===== src/rtl/sevenseg_scan_driver.sv =====
// sevenseg_scan_driver: multiplexed hex/decimal seven-segment driver with sequential double-dabble.
// Define SEVENSEG_LEADING_ZERO_BLANK_EN to blank zero digits above the highest nonzero digit.
module sevenseg_scan_driver #(
  parameter int DIGITS      = 4,
  parameter int VALUE_W     = 16,
  parameter int REFRESH_DIV = 1000
) (
  input  logic               Clk,
  input  logic               Rst,
  input  logic [VALUE_W-1:0] Value,
  input  logic               Load,
  input  logic               DecMode,
  output logic               Busy,
  output logic               Overflow,
  output logic [7:0]         SegOut,
  output logic [DIGITS-1:0]  DigitEn
);
  function automatic int dec_digits(int w);
    longint unsigned v;
    int n;
    v = (64'd1 << w) - 64'd1;
    n = 0;
    while (v != 0) begin
      v = v / 10;
      n++;
    end
    return n;
  endfunction
  localparam int BCD_N = dec_digits(VALUE_W);
  // one spare digit on top keeps the overflow slice non-empty for every parameter set
  localparam int ACC_N = (BCD_N > DIGITS ? BCD_N : DIGITS) + 1;
  localparam int HW    = (VALUE_W > 4*DIGITS ? VALUE_W : 4*DIGITS) + 1;
  localparam int CW    = $clog2(VALUE_W);
  localparam int RW    = $clog2(REFRESH_DIV + 1);
  localparam int IW    = DIGITS > 1 ? $clog2(DIGITS) : 1;
  localparam logic [7:0] SEG_LUT [16] = '{
    8'h3F, 8'h06, 8'h5B, 8'h4F, 8'h66, 8'h6D, 8'h7D, 8'h07,
    8'h7F, 8'h6F, 8'h77, 8'h7C, 8'h39, 8'h5E, 8'h79, 8'h71};
  typedef enum logic [1:0] {IDLE, SHIFT, COMMIT} state_t;
  state_t                  state_q, state_d;
  logic [CW-1:0]           cnt_q, cnt_d;
  logic [VALUE_W-1:0]      sh_q, sh_d;
  logic [4*ACC_N-1:0]      acc_q, acc_d, adj;
  logic [DIGITS-1:0][3:0]  disp_q, disp_d;
  logic                    ovf_q, ovf_d;
  logic [RW-1:0]           ref_q, ref_d;
  logic [IW-1:0]           idx_q, idx_d;
  logic [7:0]              seg_q, seg_d;
  logic [DIGITS-1:0]       en_q, en_d, blank;
  logic [HW-1:0]           vext;
  logic                    wrap;
  always_comb begin
    state_d = state_q;
    cnt_d   = cnt_q;
    sh_d    = sh_q;
    acc_d   = acc_q;
    disp_d  = disp_q;
    ovf_d   = ovf_q;
    vext    = HW'(Value);
    for (int i = 0; i < ACC_N; i++)
      adj[4*i +: 4] = acc_q[4*i +: 4] >= 4'd5 ? acc_q[4*i +: 4] + 4'd3 : acc_q[4*i +: 4];
    case (state_q)
      IDLE: begin
        if (Load && !DecMode) begin
          disp_d = vext[4*DIGITS-1:0];
          ovf_d  = |vext[HW-1:4*DIGITS];
        end else if (Load) begin
          state_d = SHIFT;
          cnt_d   = '0;
          sh_d    = Value;
          acc_d   = '0;
        end
      end
      SHIFT: begin
        acc_d   = {adj[4*ACC_N-2:0], sh_q[VALUE_W-1]};
        sh_d    = {sh_q[VALUE_W-2:0], 1'b0};
        cnt_d   = cnt_q + 1'b1;
        state_d = cnt_q == CW'(VALUE_W - 1) ? COMMIT : SHIFT;
      end
      COMMIT: begin
        disp_d  = acc_q[4*DIGITS-1:0];
        ovf_d   = |acc_q[4*ACC_N-1:4*DIGITS];
        state_d = IDLE;
      end
      default: state_d = IDLE;
    endcase
  end
  always_comb begin
    wrap  = ref_q == RW'(REFRESH_DIV - 1);
    ref_d = wrap ? '0 : ref_q + 1'b1;
    idx_d = !wrap ? idx_q : idx_q == IW'(DIGITS - 1) ? '0 : idx_q + 1'b1;
`ifdef SEVENSEG_LEADING_ZERO_BLANK_EN
    begin : lz
      logic seen;
      seen = 1'b0;
      for (int i = DIGITS - 1; i >= 0; i--) begin
        seen     = seen | (disp_q[i] != 4'd0);
        blank[i] = !seen && (i != 0);
      end
    end
`else
    blank = '0;
`endif
    en_d  = DIGITS'(1) << idx_q;
    seg_d = blank[idx_q] ? 8'h00 : SEG_LUT[disp_q[idx_q]];
  end
  always_ff @(posedge Clk or posedge Rst) begin
    if (Rst) begin
      state_q <= IDLE;
      cnt_q   <= '0;
      sh_q    <= '0;
      acc_q   <= '0;
      disp_q  <= '0;
      ovf_q   <= 1'b0;
      ref_q   <= '0;
      idx_q   <= '0;
      seg_q   <= '0;
      en_q    <= '0;
    end else begin
      state_q <= state_d;
      cnt_q   <= cnt_d;
      sh_q    <= sh_d;
      acc_q   <= acc_d;
      disp_q  <= disp_d;
      ovf_q   <= ovf_d;
      ref_q   <= ref_d;
      idx_q   <= idx_d;
      seg_q   <= seg_d;
      en_q    <= en_d;
    end
  end
  assign Busy     = state_q != IDLE;
  assign Overflow = ovf_q;
  assign SegOut   = seg_q;
  assign DigitEn  = en_q;
endmodule


===== config.mk =====
export PLATFORM = sky130hd
export DESIGN_NAME = sevenseg_scan_driver
export DESIGN_NICKNAME = d
export VERILOG_FILES = /design/src/rtl/sevenseg_scan_driver.sv
export SDC_FILE = /design/constraint.sdc
export NUM_CORES = 1
export LEC_CHECK = 0
export CAP_MARGIN = 20
export CORE_ASPECT_RATIO = 1.1
export CORE_MARGIN = 2
export CORE_UTILIZATION = 53
export CTS_CLUSTER_DIAMETER = 80
export DETAILED_ROUTE_END_ITERATION = 8
export PLACE_DENSITY = 0.82
export SYNTH_ARGS = -nofsm -noshare
export SYNTH_HDL_FRONTEND = slang
export SYNTH_SLANG_ARGS = --single-unit

===== constraint.sdc =====
create_clock -name Clk -period 2.3 [get_ports Clk]
set_input_delay 0.23 -clock Clk [delete_from_list [all_inputs] [get_ports Clk]]
set_output_delay 0.23 -clock Clk [all_outputs]
set_load 0.1 [all_outputs]

==> out/metrics.cfg <==
[clock_network]
clk_pin_slew_worst_paths_ps = 90
clock-sinks = 86
tritoncts = built
clk_latency_ps = 360
postCtsHoldBufs = 0
h-tree-depth = 3
cts_made_buffers = 9
cts_buffer_depth = 2
post_cts.resized_instances = 0
root_buffer = clkbuf_8
post_cts_buffers = 0

[placement]
gp_congestion = 0.846
pre_cts_ws_ps = 238
detailed_place_hpwl_um = 6520
io_buffers = 32

[sta]
fmax_mhz = 509
hold-worst-slack_ps = 351
fin_tns_setup_ps = 0
min_period_ps = 1960
rsz0062_at_grt = false
hold_violations = 0
min_period_over_period = 0.854
finalSetupViolCount = 0
tightest_slew_ps = 1050
worst_slack_ps = 337
slew_viol_final = 0
finClkSkew_ps = 11.3
maxSlewHeadroom = 0.302

[route]
wire_per_inst_um = 15.7
first_pass_iters = 4
drtAntennaViolNets = 0
drc_errors = 0
viasPerCell = 5.68
drt_iter0_drc = 179
vias = 3292
routed_wl_um = 9090

[global_route]
first_global_vias = 3229
antenna_found_initial = 0
grt_first_pass_wirelength_um = 15500
grt.overflow.total = 0
track_usage = 0.212
grt_max_degree = 34

[setup_path]
cp-start-kind = flip-flop
crit_path_top_delay_cell = mux4_2
worst-setup-path-type = reg2reg
cp_max_fo = 9
critical-path-max-stage-delay_ps = 610
worstPathRequired_ps = 2590
cp_data_arrival_time_ps = 2250
cp_cell_sequence = mux4_2 -> inv_1 -> ha_1 -> or2_0 -> a21oi_1 -> a31oi_1
critPathCaptureType = flip-flop

[logic_synthesis]
yosys_register_bits = 86
synth_top_area_frac = 0.478
synth_common_cells = 86 x dfrtp_1, 44 x nand2_1, 36 x o21ai_1
ys.flop_type = dfrtp_1
seq_area_frac_synth = 0.478
post_synth.cell_area_avg_um2 = 10.4
synth_edf_count = 0
synth_top_area_cell = dfrtp_1
synthTopCellsByArea = dfrtp_1 48%, ha_1 7.2%, mux2i_1 5.1%
async_flop_share = 1.00
netlist-cell-type-count = 48
netlist_area_um2 = 4500
ys_warn_count = 0
syn_nets = 479
syn_inst = 433
synth.most_common_cell = dfrtp_1

[pwr]
leakage_nw = 2.35
vdd_drop_max_uv = 793
p_per_area_nw_per_um2 = 1320

[run]
cap_violations = 0

[die]
ios = 34
core_area_um2 = 8320
fp.dieH_um = 101
die_w_um = 91.9
start_util = 0.541
rows = 35
dieArea_um2 = 9240

[finish]
final_core_util = 0.614
diodes = 0
drive_gt1_frac = 0.117
fin_nets = 510
areaGrowthSynthToFinish_pct = 13.6
fill_cells = 691

[hold_path]
hold_class = in2async

[outcome]
status = finished clean

## path summary, 6_finish.rpt
kind | from | slack, ps | endpoint | depth (start not counted)
setup / recovery | idx_q[0] | 340 | SegOut[5] | 6
min in group Clk | ref_q[0] | 500 | ref_q[0] | 1
setup reg to reg | idx_q[0] | 340 | SegOut[5] | 6
hold reg to reg | ref_q[0] | 500 | ref_q[0] | 1
max in group asynchronous | Rst | 1620 | sh_q[2] | 3
hold / removal | Rst | 350 | sh_q[14] | 3
## critical path, delay by kind of cell, from the launching register on
family,cells,cell delay [ps]
buffers and inverters,1,150
AO/OA/AOI/OAI,2,220
flip-flops,1,590
adder cells (fa/ha/maj),1,190
multiplexers,1,610
AND/OR/NAND/NOR,1,130
## final cells by class
type                            count  area, um2  share of cell area
Inverter                           22       86.3              0.0169
Clock buffer                       11        141              0.0277
Sequential cell                    86       2150               0.421
Tap cell                          111        139              0.0272
Clock inverter                      5       58.8              0.0115
Multi-Input combinational cell    302       2150               0.421
Timing Repair Buffer               43        383              0.0749
## placed cells by master, fill, tap and decap left out, types with 3 or more instances in the layout
| master | count |
|---|---|
| clkbuf_8 | 10 |
| nand2_1 | 44 |
| buf_4 | 23 |
| clkdlybuf4s50_1 | 19 |
| a31oi_1 | 3 |
| nand3_1 | 5 |
| clkinvlp_4 | 3 |
| inv_1 | 19 |
| nand2b_1 | 8 |
| nor3b_1 | 18 |
| xnor2_1 | 10 |
| nor2b_1 | 5 |
| o22ai_1 | 10 |
| mux2i_1 | 23 |
| o31ai_1 | 7 |
| mux4_2 | 5 |
| dfrtp_1 | 86 |
| ha_1 | 26 |
| nor2_1 | 13 |
| a21oi_1 | 29 |
| o21ai_1 | 35 |
| o21ai_0 | 9 |
| xor2_1 | 8 |
| a32o_1 | 7 |
| a22o_1 | 7 |
## cell families after synthesis
kind of cell | after synthesis | share of synthesized area
DFF | 86 | 0.478
AOI/OAI and AO/OA | 117 | 0.158
xor gates and xnor gates | 18 | 0.0350
buffers and inverters | 45 | 0.0445
other | 1 | 0.000833
muxes | 30 | 0.0812
adders and majority gates | 26 | 0.0723
and+or+nand+nor | 110 | 0.130
## per-layer routing
layer | global-route usage | share of wire | vias to the layer above
met2 | 0.361 | 0.51 | 70
met1 | 0.269 | 0.42 | 1614
met4 | 0.0941 | 0.027 | 0
met5 | 0 | 0 | -
met3 | 0.0352 | 0.044 | 22
li1 | - | - | 1586
## registers in the layout (all words and copies together) (netlist names)
signal    flops
state_q       2
DigitEn       4
idx_q         2
acc_q        24
SegOut        7
disp_q       16
Overflow      1
sh_q         16
ref_q        10
cnt_q         4
## report_power, final
| group | leakage (nW) | switching [W] | total (W) | internal, W |
|---|---|---|---|---|
| Clock | 0.0955 | 0.000537 | 0.00107 | 0.000532 |
| Sequential | 1.08 | 0.000440 | 0.00250 | 0.00206 |
| Combinational | 1.17 | 0.00191 | 0.00315 | 0.00124 |
## per-stage QoR
| step | instances | area, um2 | power (W) |
|---|---|---|---|
| after floorplan | 433 | 4500 | 0.00497 |
| after global placement | 564 | 4910 | 0.00553 |
| after detailed placement | 564 | 4910 | 0.00569 |
| after CTS | 580 | 5110 | 0.00676 |
| after global routing | 580 | 5110 | 0.00724 |
| final | 580 | 5110 | 0.00672 |
No activity file was read; power rests on OpenSTA's default activity.
